$ cat src/rtl/sdram_port_arbiter.sv
// sdram_port_arbiter: bridges NPORT stb/ack bus masters onto one SDRAM controller request port and sequences its reset.
// Define SDRAM_ARB_RR_EN for round-robin arbitration; otherwise the lowest-index requesting port wins.
module sdram_port_arbiter #(
  parameter int NPORT = 2,
  parameter int DW = 16,
  parameter int AW = 21,
  parameter int ACK_DLY = 2,
  parameter int RST_DLY = 3,
  localparam int SW = DW / 8,
  localparam int GW = (NPORT > 1) ? $clog2(NPORT) : 1
) (
  input  logic                clk,
  input  logic                rst_n,
  input  logic                sys_reset,
  output logic                ctrl_rst_n,
  input  logic [NPORT-1:0]    m_stb,
  input  logic [NPORT-1:0]    m_we,
  input  logic [NPORT*SW-1:0] m_sel,
  input  logic [NPORT*AW-1:0] m_adr,
  input  logic [NPORT*DW-1:0] m_dat_w,
  output logic [DW-1:0]       m_dat_r,
  output logic [NPORT-1:0]    m_ack,
  input  logic                ctrl_ready,
  output logic                ctrl_wr_req,
  output logic                ctrl_rd_req,
  input  logic                ctrl_wr_ack,
  input  logic                ctrl_rd_ack,
  output logic [AW-1:0]       ctrl_adr,
  output logic [DW-1:0]       ctrl_dat_w,
  input  logic [DW-1:0]       ctrl_dat_r,
  output logic [SW-1:0]       ctrl_be,
  output logic [SW-1:0]       dqm
);
  typedef enum logic [1:0] {IDLE, REQ, WAIT_ACK, HOLD} state_t;
  state_t state, state_n;
  logic [GW-1:0] g, gsel;
  logic lat_we, abort, stb_g, grant, wr_done, rd_done, done;
  logic [2:0] dcnt;
  logic [1:0] sync;
  logic [3:0] rcnt;
  logic [AW-1:0] adr_a [NPORT];
  logic [DW-1:0] dat_a [NPORT];
  logic [SW-1:0] sel_a [NPORT];
  for (genvar i = 0; i < NPORT; i++) begin : g_port
    assign adr_a[i] = m_adr[i*AW +: AW];
    assign dat_a[i] = m_dat_w[i*DW +: DW];
    assign sel_a[i] = m_sel[i*SW +: SW];
  end
  // sys_reset is asynchronous to clk; the counter only starts once the synchronised copy is low
  always_ff @(posedge clk) begin
    if (!rst_n) begin
      sync <= 2'b11;
      rcnt <= '0;
    end else begin
      sync <= {sync[0], sys_reset};
      rcnt <= sync[1] ? 4'd0 : (rcnt == 4'(RST_DLY)) ? rcnt : rcnt + 4'd1;
    end
  end
  assign ctrl_rst_n = (rcnt == 4'(RST_DLY));
`ifdef SDRAM_ARB_RR_EN
  logic [GW-1:0] ptr;
  // lowest requester above the last grant wins; if none, wrap to the lowest requester overall
  always_comb begin
    gsel = '0;
    for (int i = NPORT - 1; i >= 0; i--) if (m_stb[i]) gsel = GW'(i);
    for (int i = NPORT - 1; i >= 0; i--) if (m_stb[i] && GW'(i) > ptr) gsel = GW'(i);
  end
  always_ff @(posedge clk) begin
    if (!rst_n) ptr <= '0;
    else if (grant) ptr <= gsel;
  end
`else
  always_comb begin
    gsel = '0;
    for (int i = NPORT - 1; i >= 0; i--) if (m_stb[i]) gsel = GW'(i);
  end
`endif
  assign stb_g = m_stb[g];
  assign grant = (state == IDLE) && ctrl_ready && (|m_stb);
  assign wr_done = ctrl_wr_req && ctrl_wr_ack;
  assign rd_done = ctrl_rd_req && ctrl_rd_ack;
  assign done = wr_done || rd_done;
  always_ff @(posedge clk) begin
    if (!rst_n) state <= IDLE;
    else state <= state_n;
  end
  always_comb begin
    state_n = state;
    case (state)
      IDLE:     if (grant) state_n = REQ;
      REQ:      if (done) state_n = WAIT_ACK;
      WAIT_ACK: if (dcnt == 3'd0) state_n = (abort || !stb_g) ? IDLE : HOLD;
      HOLD:     if (!stb_g) state_n = IDLE;
      default:  state_n = IDLE;
    endcase
  end
  always_ff @(posedge clk) begin
    if (!rst_n) begin
      g <= '0;
      lat_we <= 1'b0;
      abort <= 1'b0;
      dcnt <= '0;
      ctrl_adr <= '0;
      ctrl_dat_w <= '0;
      ctrl_be <= '0;
      dqm <= '1;
      m_dat_r <= '0;
      ctrl_wr_req <= 1'b0;
      ctrl_rd_req <= 1'b0;
      m_ack <= '0;
    end else begin
      if (grant) begin
        g <= gsel;
        lat_we <= m_we[gsel];
        ctrl_adr <= adr_a[gsel];
        ctrl_dat_w <= dat_a[gsel];
        ctrl_be <= sel_a[gsel];
        dqm <= m_we[gsel] ? ~sel_a[gsel] : '0;
        abort <= 1'b0;
      end else if ((state == REQ || state == WAIT_ACK) && !stb_g) begin
        abort <= 1'b1;
      end
      // requests rise one cycle after REQ entry and drop on the matching ack only
      ctrl_wr_req <= (state == REQ) && lat_we && !done;
      ctrl_rd_req <= (state == REQ) && !lat_we && !done;
      if (rd_done) m_dat_r <= ctrl_dat_r;
      dcnt <= done ? 3'(ACK_DLY) : (state == WAIT_ACK && dcnt != 3'd0) ? dcnt - 3'd1 : dcnt;
      m_ack <= (state_n == HOLD) ? (NPORT'(1) << g) : '0;
    end
  end
endmodule

$ cat config.mk
export PLATFORM = sky130hd
export DESIGN_NAME = sdram_port_arbiter
export DESIGN_NICKNAME = d
export VERILOG_FILES = /design/src/rtl/sdram_port_arbiter.sv
export SDC_FILE = /design/constraint.sdc
export NUM_CORES = 1
export LEC_CHECK = 0
export ABC_AREA = 1
export BUFFER_PORTS_ARGS = -buffer_cell sky130_fd_sc_hd__buf_4
export CORE_MARGIN = 1.5
export CORE_UTILIZATION = 48
export CTS_CLUSTER_DIAMETER = 40
export DETAILED_ROUTE_END_ITERATION = 16
export GPL_TIMING_DRIVEN = 0
export PLACE_DENSITY = 0.82
export SYNTH_ARGS = -nofsm -noshare
export SYNTH_HDL_FRONTEND = slang
export SYNTH_SLANG_ARGS = --single-unit
$ cat constraint.sdc
create_clock -name clk -period 4.5 [get_ports clk]
set_input_delay 0.675 -clock clk [delete_from_list [all_inputs] [get_ports clk]]
set_output_delay 0.675 -clock clk [all_outputs]
set_load 0.01 [all_outputs]
==> results.json <==
{
  "status": "complete, no violations",
  "rsz0062_at_grt": "false",
  "max_freq_mhz": 505.4,
  "clk_pin_slew_worst_paths_ps": 70,
  "die_w_um": 84.23,
  "ant_nets": 0,
  "synth_flop_cell": "dfxtp_1",
  "crit_type": "flop to output port",
  "finalSetupViolCount": 0,
  "viasPerCell": 5.277,
  "fill_cells": 541,
  "cts-resized-gates": 0,
  "yosys.area.top_type": "dfxtp_1",
  "synthesis.area_mm2": 0.003167,
  "cts_max_level": 3,
  "finalWirelength_mm": 9.648,
  "drive_gt1_frac": 0.3412,
  "ys_top_cells_by_area": "dfxtp_1 (47%), nand2_1 (7.9%), o21ai_0 (7.9%), a31oi_1 (7.5%), nand3_1 (7.3%)",
  "boundaryPins": 166,
  "dr.first_iter.drc_count": 194,
  "die_y_um": 84.23,
  "vias": 3546,
  "core_area_mm2": 0.006350,
  "cp_slowest_cell": "dfxtp_1",
  "required_ps": 3830,
  "path_buf_inv": 2,
  "cts_buffers": 9,
  "ys_warn_count": 0,
  "clock-root-buffer": "clkbuf_8",
  "synth-async-reset-ratio": 0,
  "crit_chain": "ha_1 -> nand3_1 -> inv_1 -> buf_4",
  "syn_area_per_cell_um2": 7.649,
  "start_util": 0.4987,
  "grt.overflow.total": 0,
  "synth.distinct_cells": 22,
  "first_pass_iters": 4,
  "clockBufferDepth": 2,
  "synth_edf_count": 0,
  "tns_ps": 0,
  "syn_to_final_growth_pct": 47.21,
  "ys_ff_latch": 75,
  "numPortBuffers": 165,
  "min_period_ps": 1979,
  "post-dp-hpwl_mm": 7.440,
  "setup_ws_ps": 2521,
  "row_count": 29,
  "worst_ep_arrival_time_ps": 1300,
  "final_util": 0.7342,
  "diodes": 0,
  "gp_congestion": 0.8327,
  "antenna_found_initial": 0,
  "grt_start_max_net_pins": 13,
  "grt_pass1_wl_mm": 15.37,
  "finalInstanceArea_mm2": 0.004662,
  "synth_top_area_share": 0.4741,
  "grtUsageTotal": 0.2661,
  "clock_latency_ps": 340,
  "p_leak_nw": 2.227,
  "ctsHoldBuffers": 0,
  "worstHoldPathType": "flop to flop",
  "tightest_slew_ps": 469.5,
  "max_stage_delay_ps": 370,
  "ys_seq_area_frac": 0.4741,
  "worst_setup_path_end_kind": "output port",
  "skew_ps": 6.882,
  "postSynthCellCount": 414,
  "placed_cell_area_mm2": 0.004502,
  "die_area_mm2": 0.007094,
  "maxCapViolations": 0,
  "cp_max_fo": 4,
  "wire_per_inst_um": 14.36,
  "hold_violations": 0,
  "slew_headroom": 0.6870,
  "place_ws_ps": 2598,
  "clock-sinks": 75,
  "r2r_setup_slack_ps": 2740,
  "synth_common_cells": "dfxtp_1 (75), nand2_1 (67), o21ai_0 (50)",
  "finalMaxSlewViolations": 0,
  "fin_crit_sh": 0.4397,
  "crit_family": "flip-flops",
  "drcViolationCount": 0,
  "grt_pass1_vias": 3453,
  "powerDensity_mw_per_mm2": 424.0,
  "postCtsSetupRepairBufs": 0,
  "ir_drop_mv": 0.2818,
  "cts_tree": "done",
  "mappedNetlistNets": 526,
  "yosysMostFrequentCell": "dfxtp_1",
  "layout.nets": 702,
  "cp-start-kind": "flop"
}
kinds of logic (layout without fill, tap and decap cells):
family | count (synthesis) | count (layout) | share of synthesized area
adders and majority gates | 8 | 8 | 0.03161
DFF | 75 | 75 | 0.4741
buffers and inverters | 53 | 234 | 0.07033
muxes | 2 | 2 | 0.006322
and+or+nand+nor | 161 | 161 | 0.2134
xor gates and xnor gates | 2 | 2 | 0.005532
AOI/OAI and AO/OA | 113 | 113 | 0.1987
sequential cells by signal, indices dropped and copies added (netlist names):
| name | count |
|---|---|
| abort | 1 |
| ctrl_adr | 21 |
| ctrl_be | 2 |
| ctrl_dat_w | 16 |
| ctrl_rd_req | 1 |
| ctrl_wr_req | 1 |
| dcnt | 3 |
| dqm | 2 |
| g | 1 |
| lat_we | 1 |
| m_ack | 2 |
| m_dat_r | 16 |
| rcnt | 4 |
| state | 2 |
| sync | 2 |
stage by stage:
| step | hold WS (ps) | cells | power, W |
|---|---|---|---|
| after floorplan | 392.5 | 414 | 0.001222 |
| after global placement | 399.2 | 656 | 0.001535 |
| after detailed placement | 405.8 | 656 | 0.001553 |
| after CTS | 423.6 | 672 | 0.001979 |
| after global routing | 444.2 | 672 | 0.002089 |
| final | 421.1 | 672 | 0.001977 |
worst reg2reg max path, stage by stage (launching register included):
cell and delay (ps):
dfxtp_1 360, inv_1 140, ha_1 180, nand2_1 100, a21oi_4 250, buf_2 260
buf_2 250, a31oi_1 100
final timing paths:
kind,start,to,depth (start not counted)
max,rcnt[1],ctrl_rst_n,4
min,sync[0],sync[1],1
max reg2reg,state[1],ctrl_adr[12],7
min reg2reg,sync[0],sync[1],1
power by group:
part	internal, W	switching, W	total (W)	leakage [nW]
Clock	0.000195	0.000237	0.000432	0.0856
Combinational	0.000321	0.000364	0.000685	1.53
Sequential	0.000788	0.0000714	0.000859	0.615
cell type report:
type / instances / area (um2) / share of cell area
flip-flops and latches: 75 / 1501 / 0.3221
multi-input cells: 286 / 1443 / 0.3094
repair buffers: 165 / 1239 / 0.2657
plain buffers: 29 / 132.6 / 0.02845
clock buffers: 10 / 127.6 / 0.02738
well taps: 77 / 96.34 / 0.02067
inverters: 24 / 90.09 / 0.01932
clock inverters: 6 / 32.53 / 0.006978
per-layer routing:
layer,GRT usage,vias up,part of all wire
met1,0.2970,1586,0.40
met2,0.4756,179,0.48
li1,-,1761,-
met3,0.08260,20,0.098
met5,0,-,0
met4,0.09687,0,0.022
layout by cell type (no fill, tap or decap), drive strengths merged:
master	instances
nand3	46
buf	184
ha	8
xnor2	1
clkinv	5
o32ai	1
nor2	41
dfxtp	75
clkbuf	20
inv	24
a21oi	13
xor2	1
or2	2
clkinvlp	1
nor3	4
a31oi	38
mux2i	2
nand2	67
o22ai	1
o21ai	60
nand3b	1
(Power assumes the default switching activity.)
